--- src/rtl/serial_subtractor_pkg.sv ---
// Shared arithmetic definitions: FSM state encoding and the default operand width
// used by the serial subtractor and its interface.
package arith_pkg;

  localparam int DEFAULT_WIDTH = 8;

  typedef enum logic [1:0] {
    ST_IDLE = 2'd0,
    ST_RUN  = 2'd1,
    ST_DONE = 2'd2
  } state_t;

endpackage

--- src/rtl/serial_subtractor_if.sv ---
// Request/response bundle between a requester (master) and the serial subtractor (slave).
interface serial_subtractor_if
  import arith_pkg::*;
#(
  parameter int WIDTH = DEFAULT_WIDTH
);

  logic             start;
  logic [WIDTH-1:0] a;
  logic [WIDTH-1:0] b;
  logic             busy;
  logic             done;
  logic [WIDTH-1:0] diff;
  logic             borrow;

  modport master (
    output start, a, b,
    input  busy, done, diff, borrow
  );

  modport slave (
    input  start, a, b,
    output busy, done, diff, borrow
  );

endinterface

--- src/rtl/serial_subtractor_fsub.sv ---
// One-bit full subtractor cell: d = a - b - bin, with borrow out.
module full_subtractor (
  input  logic a,
  input  logic b,
  input  logic bin,
  output logic d,
  output logic bout
);

  assign d    = a ^ b ^ bin;
  assign bout = (~a & b) | (~(a ^ b) & bin);

endmodule

--- src/rtl/serial_subtractor.sv ---
// Bit-serial unsigned subtractor: computes a - b LSB-first through one full-subtractor
// cell and a borrow flop, publishing diff/borrow with a one-cycle done pulse.
//
//   state   | meaning
//   --------+---------------------------------------------------
//   ST_IDLE | waiting for start; operands captured on accept
//   ST_RUN  | one bit-step per clock, WIDTH steps total
//   ST_DONE | done pulse cycle; start ignored, returns to idle
module serial_subtractor
  import arith_pkg::*;
#(
  parameter int WIDTH = DEFAULT_WIDTH
) (
  input  logic                clk,
  input  logic                rst,
  serial_subtractor_if.slave  bus
);

  localparam int CW = $clog2(WIDTH + 1);

  state_t           state_q;
  logic [CW-1:0]    cnt_q;
  logic [WIDTH-1:0] sa_q;
  logic [WIDTH-1:0] sb_q;
  logic [WIDTH-1:0] res_q;
  logic             brw_q;
  logic             busy_q;
  logic             done_q;
  logic [WIDTH-1:0] diff_q;
  logic             borrow_q;

  logic             d_bit;
  logic             bout_bit;
  logic [WIDTH-1:0] res_d;
  logic             last_step;

  full_subtractor u_fsub (
    .a    (sa_q[0]),
    .b    (sb_q[0]),
    .bin  (brw_q),
    .d    (d_bit),
    .bout (bout_bit)
  );

  // Result fills from the top so the first (LSB) difference bit lands at bit 0 after WIDTH shifts.
  assign res_d     = {d_bit, res_q[WIDTH-1:1]};
  assign last_step = (cnt_q == CW'(WIDTH - 1));

  always_ff @(posedge clk or posedge rst) begin
    if (rst) begin
      state_q  <= ST_IDLE;
      cnt_q    <= '0;
      sa_q     <= '0;
      sb_q     <= '0;
      res_q    <= '0;
      brw_q    <= 1'b0;
      busy_q   <= 1'b0;
      done_q   <= 1'b0;
      diff_q   <= '0;
      borrow_q <= 1'b0;
    end else begin
      case (state_q)
        ST_IDLE: begin
          done_q <= 1'b0;
          if (bus.start) begin
            sa_q    <= bus.a;
            sb_q    <= bus.b;
            cnt_q   <= '0;
            brw_q   <= 1'b0;
            busy_q  <= 1'b1;
            state_q <= ST_RUN;
          end
        end
        ST_RUN: begin
          sa_q  <= sa_q >> 1;
          sb_q  <= sb_q >> 1;
          res_q <= res_d;
          brw_q <= bout_bit;
          cnt_q <= cnt_q + CW'(1);
          if (last_step) begin
            diff_q   <= res_d;
            borrow_q <= bout_bit;
            busy_q   <= 1'b0;
            done_q   <= 1'b1;
            state_q  <= ST_DONE;
          end
        end
        ST_DONE: begin
          done_q  <= 1'b0;
          state_q <= ST_IDLE;
        end
        default: begin
          busy_q  <= 1'b0;
          done_q  <= 1'b0;
          state_q <= ST_IDLE;
        end
      endcase
    end
  end

  assign bus.busy   = busy_q;
  assign bus.done   = done_q;
  assign bus.diff   = diff_q;
  assign bus.borrow = borrow_q;

endmodule
--- src/flat_wrapper.sv ---
// flat-port wrapper written by rule: the top's interface ports become plain ports
module serial_subtractor_flat import arith_pkg::*;
#(
  parameter int WIDTH = DEFAULT_WIDTH
)
  (clk, rst, bus_start, bus_a, bus_b, bus_busy, bus_done, bus_diff, bus_borrow);
  serial_subtractor_if #(.WIDTH(WIDTH)) bus_i ();
  input  logic clk;
  input  logic rst;
  input wire logic [$bits(bus_i.start)-1:0] bus_start;
  input wire logic [$bits(bus_i.a)-1:0] bus_a;
  input wire logic [$bits(bus_i.b)-1:0] bus_b;
  output wire logic [$bits(bus_i.busy)-1:0] bus_busy;
  output wire logic [$bits(bus_i.done)-1:0] bus_done;
  output wire logic [$bits(bus_i.diff)-1:0] bus_diff;
  output wire logic [$bits(bus_i.borrow)-1:0] bus_borrow;
  assign bus_i.start = bus_start;
  assign bus_i.a = bus_a;
  assign bus_i.b = bus_b;
  assign bus_busy = bus_i.busy;
  assign bus_done = bus_i.done;
  assign bus_diff = bus_i.diff;
  assign bus_borrow = bus_i.borrow;
  serial_subtractor #(.WIDTH(WIDTH)) u_core (.clk(clk), .rst(rst), .bus(bus_i));
endmodule
--- config.mk ---
export PLATFORM = sky130hd
export DESIGN_NAME = serial_subtractor_flat
export DESIGN_NICKNAME = d
export VERILOG_FILES = /design/src/rtl/serial_subtractor_pkg.sv /design/src/rtl/serial_subtractor_if.sv /design/src/rtl/serial_subtractor_fsub.sv /design/src/rtl/serial_subtractor.sv /design/src/flat_wrapper.sv
export SDC_FILE = /design/constraint.sdc
export NUM_CORES = 1
export LEC_CHECK = 0
export ABC_AREA = 1
export CAP_MARGIN = 20
export CORE_ASPECT_RATIO = 0.7
export CORE_MARGIN = 2
export CORE_UTILIZATION = 40
export DETAILED_ROUTE_END_ITERATION = 8
export SLEW_MARGIN = 20
export SYNTH_ARGS = -nofsm -noshare
export SYNTH_HDL_FRONTEND = slang
export SYNTH_SLANG_ARGS = --single-unit
--- constraint.sdc ---
create_clock -name clk -period 2 [get_ports clk]
set_clock_uncertainty 0.1 [all_clocks]
set_input_delay 0.6 -clock clk [delete_from_list [all_inputs] [get_ports clk]]
set_output_delay 0.6 -clock clk [all_outputs]
set_load 0.01 [all_outputs]
==> impl_metrics.tcl <==
set metrics [dict create \
    cts_hold_repair.buffers 0 \
    internal_power_w 0.00199 \
    leakage_nw 1.11 \
    vias 1377 \
    firstDrtPassIters 4 \
    gp_congestion 0.718 \
    yosysWarningCount 0 \
    clock-sinks 41 \
    path_delay_family "buffers and inverters" \
    grt_antenna_before_repair 0 \
    synth_cell_types 23 \
    fillCellCount 431 \
    yosysTopAreaCell "dfrtp_1" \
    viasPerCell 4.75 \
    crit_buf_inv 1 \
    netlist_area_um2 1820 \
    start_util_pct 41.7 \
    worst_pin_slew_ns 0.220 \
    core-area_um2 4350 \
    cts_tree "done" \
    hold_viol_final 0 \
    relSlewSlack_pct 85.4 \
    cts_buffer_depth 2 \
    power_switching_w 0.00121 \
    grt_pass1_vias 1335 \
    post-dp-hpwl_mm 2.28 \
    r2r-start "u_core.cnt_q[0]$_DFFE_PP0P_" \
    dieWidth_um 84.5 \
    setup.worst_path.end_class "output port" \
    synth_seq_cells 41 \
    period_share_pct 93.6 \
    synthDominantCellAreaShare_pct 56.5 \
    cp.required_ns 1.30 \
    setup-violations-final 0 \
    yosysSeqAreaShare_pct 56.5 \
    critPathCapture "bus_diff[6]" \
    htree_levels 2 \
    r2r_slack_ns 0.67 \
    grt_max_degree 42 \
    crit_slowest_cell "clkdlybuf4s50_1" \
    dieArea_um2 5100 \
    critical_path_class "flop to output port" \
    rsz0062_at_grt "false" \
    path_cells "clkdlybuf4s50_1" \
    final_util_pct 50.9 \
    cts_resized 0 \
    root_buffer "clkbuf_8" \
    antenna_cells 0 \
    clkPwrFrac_pct 15.8 \
    postCtsSetupBuffers 0 \
    rows 20 \
    drt-total-wl_mm 3.36 \
    clk_latency_ns 0.28 \
    drc 0 \
    dpl_cell_area_um2 2140 \
    numCtsBuffers 5 \
    switching_share_pct 37.7 \
    synthToLayoutAreaGrowth_pct 22.2 \
    grt_first_pass_wirelength_mm 5.84 \
    nets 255 \
    final_cell_area_um2 2220 \
    outcome "completed" \
    r2r_cells 6 \
    synth_area_leaders "dfrtp_1, nand2_1, nand3_1" \
    drtAntennaViolNets 0 \
    crit_fanout 2 \
    pwr-share-comb_pct 39.6 \
    die_h_um 60.4 \
    initialDrtViolationCount 87 \
    post-route-min-period_ns 1.87 \
    finalMaxSlewViolations 0 \
    ioPinCount 30 \
    avgSynthCellArea_um2 8.94 \
    netlist_instances 203 \
    cp-start-kind "flop" \
    hold_class "flop to flop" \
    fmax_mhz 534 \
    finalSetupTns_ns 0 \
    drive_gt1_share_pct 8.51 \
    grt-ovfl-total 0 \
    r2r_end "u_core.bus.diff[0]$_DFFE_PP0P_" \
    syn-num-nets 224 \
    crit_cells 1 \
    maxCapViolCount 0 \
    ir_worst_vdd_uv 687 \
    setup.worst_path.start "u_core.bus.diff[6]$_DFFE_PP0P_" \
    grtUsageTotal_pct 14.7 \
    timing.final.ws_setup_ns 0.128 \
    worst_setup_hold_path_clk_slew_ns 0.07 \
    worstPathArrival_ns 1.17 \
    seqPwrFrac_pct 44.6 \
    portBuffers 29 \
    preCtsSetupSlack_ns 0.212 \
    powerDensity_nw_per_um2 1440 \
    slowest_delay_ns 0.53 \
    wl_per_cell_um 11.6 \
]
metal layers:
metal / vias to the layer above / routed length (µm) / share of wire, % / GRT usage, %
li1: 706 / - / - / -
met5: - / 0 / 0 / 0
met4: 0 / 11 / 0.33 / 4.08
met3: 2 / 132 / 3.9 / 4.08
met1: 646 / 1770 / 53 / 19.8
met2: 23 / 1440 / 43 / 24.2
cell families (layout without fill, tap and decap cells):
logic type,Yosys count,count (layout),synth area share [%]
AOI/OAI and AO/OA,6,6,1.72
adders and majority gates,2,2,1.79
buffers and inverters,19,51,6.75
DFF,41,41,56.5
and+or+nand+nor,135,135,33.2
power by group through the flow:
stage                     Combinational [W]  Clock [W]  Sequential, W
after floorplan                    0.000895          0        0.00146
after global placement              0.00127          0        0.00144
after detailed placement            0.00129          0        0.00144
after CTS                           0.00129   0.000528        0.00143
after global routing                0.00146   0.000569        0.00147
final                               0.00127   0.000507        0.00143
worst min-delay path by stage:
stage / slack, ns / endpoint / start / depth (start not counted)
3_5_place_dp: 0.36 / u_core.bus.diff[0]$_DFFE_PP0P_ / u_core.res_q[1]$_DFFE_PP0P_ / 2
2_1_floorplan: 0.34 / u_core.bus.diff[6]$_DFFE_PP0P_ / u_core.res_q[7]$_DFFE_PP0P_ / 2
5_1_grt: 0.41 / u_core.bus.diff[1]$_DFFE_PP0P_ / u_core.bus.diff[1]$_DFFE_PP0P_ / 2
4_1_cts: 0.38 / u_core.bus.diff[0]$_DFFE_PP0P_ / u_core.res_q[1]$_DFFE_PP0P_ / 2
6_report: 0.38 / u_core.bus.diff[0]$_DFFE_PP0P_ / u_core.res_q[1]$_DFFE_PP0P_ / 2
3_3_place_gp: 0.36 / u_core.bus.diff[0]$_DFFE_PP0P_ / u_core.res_q[1]$_DFFE_PP0P_ / 2
sequential cells by signal, indices dropped and copies added, names as in the netlist:
register,count
u_core.bus.borrow,1
u_core.state_q,2
u_core.cnt_q,4
u_core.brw_q,1
u_core.sb_q,8
u_core.res_q,7
u_core.sa_q,8
u_core.bus.busy,1
u_core.bus.done,1
u_core.bus.diff,8
synth_stat cells:
cell	count
a21oi_1	1
buf_2	2
buf_4	1
buf_6	5
dfrtp_1	41
fa_1	1
ha_1	1
inv_1	8
inv_2	1
inv_4	1
inv_6	1
nand2_1	87
nand2_2	2
nand2_4	2
nand3_1	35
nand3_2	1
nand4_1	1
nor2_1	5
nor2_4	1
nor2_8	1
o21ai_0	2
o21ai_1	2
o22ai_1	1
cell type report:
type	count	area, µm²	share of cell area [%]
clock buffer	6	72.6	3.27
timing repair buffer	32	325	14.7
multi-input combinational	143	667	30.1
inverter	11	48.8	2.20
sequential	41	1030	46.2
tap	55	68.8	3.10
clock inverter	2	10.0	0.451
per-stage QoR:
stage	power (W)	hold WS, ns	instances
2_1_floorplan	0.00235	0.342	203
3_3_place_gp	0.00271	0.356	282
5_1_grt	0.00350	0.405	290
6_report	0.00320	0.375	290
4_1_cts	0.00324	0.379	290
3_5_place_dp	0.00272	0.360	282
layout by cell type (no fill, tap or decap), types with 2 or more instances in the layout:
cell type        instances
o21ai_1                  2
clkbuf_8                 5
nand2_2                  2
o21ai_0                  2
inv_1                    8
clkinv_2                 2
buf_4                    2
nand2_4                  2
nor2_1                   5
nand2_1                 87
nand3_1                 35
dfrtp_1                 41
clkdlybuf4s50_1         29
(Power assumes the default switching activity.)
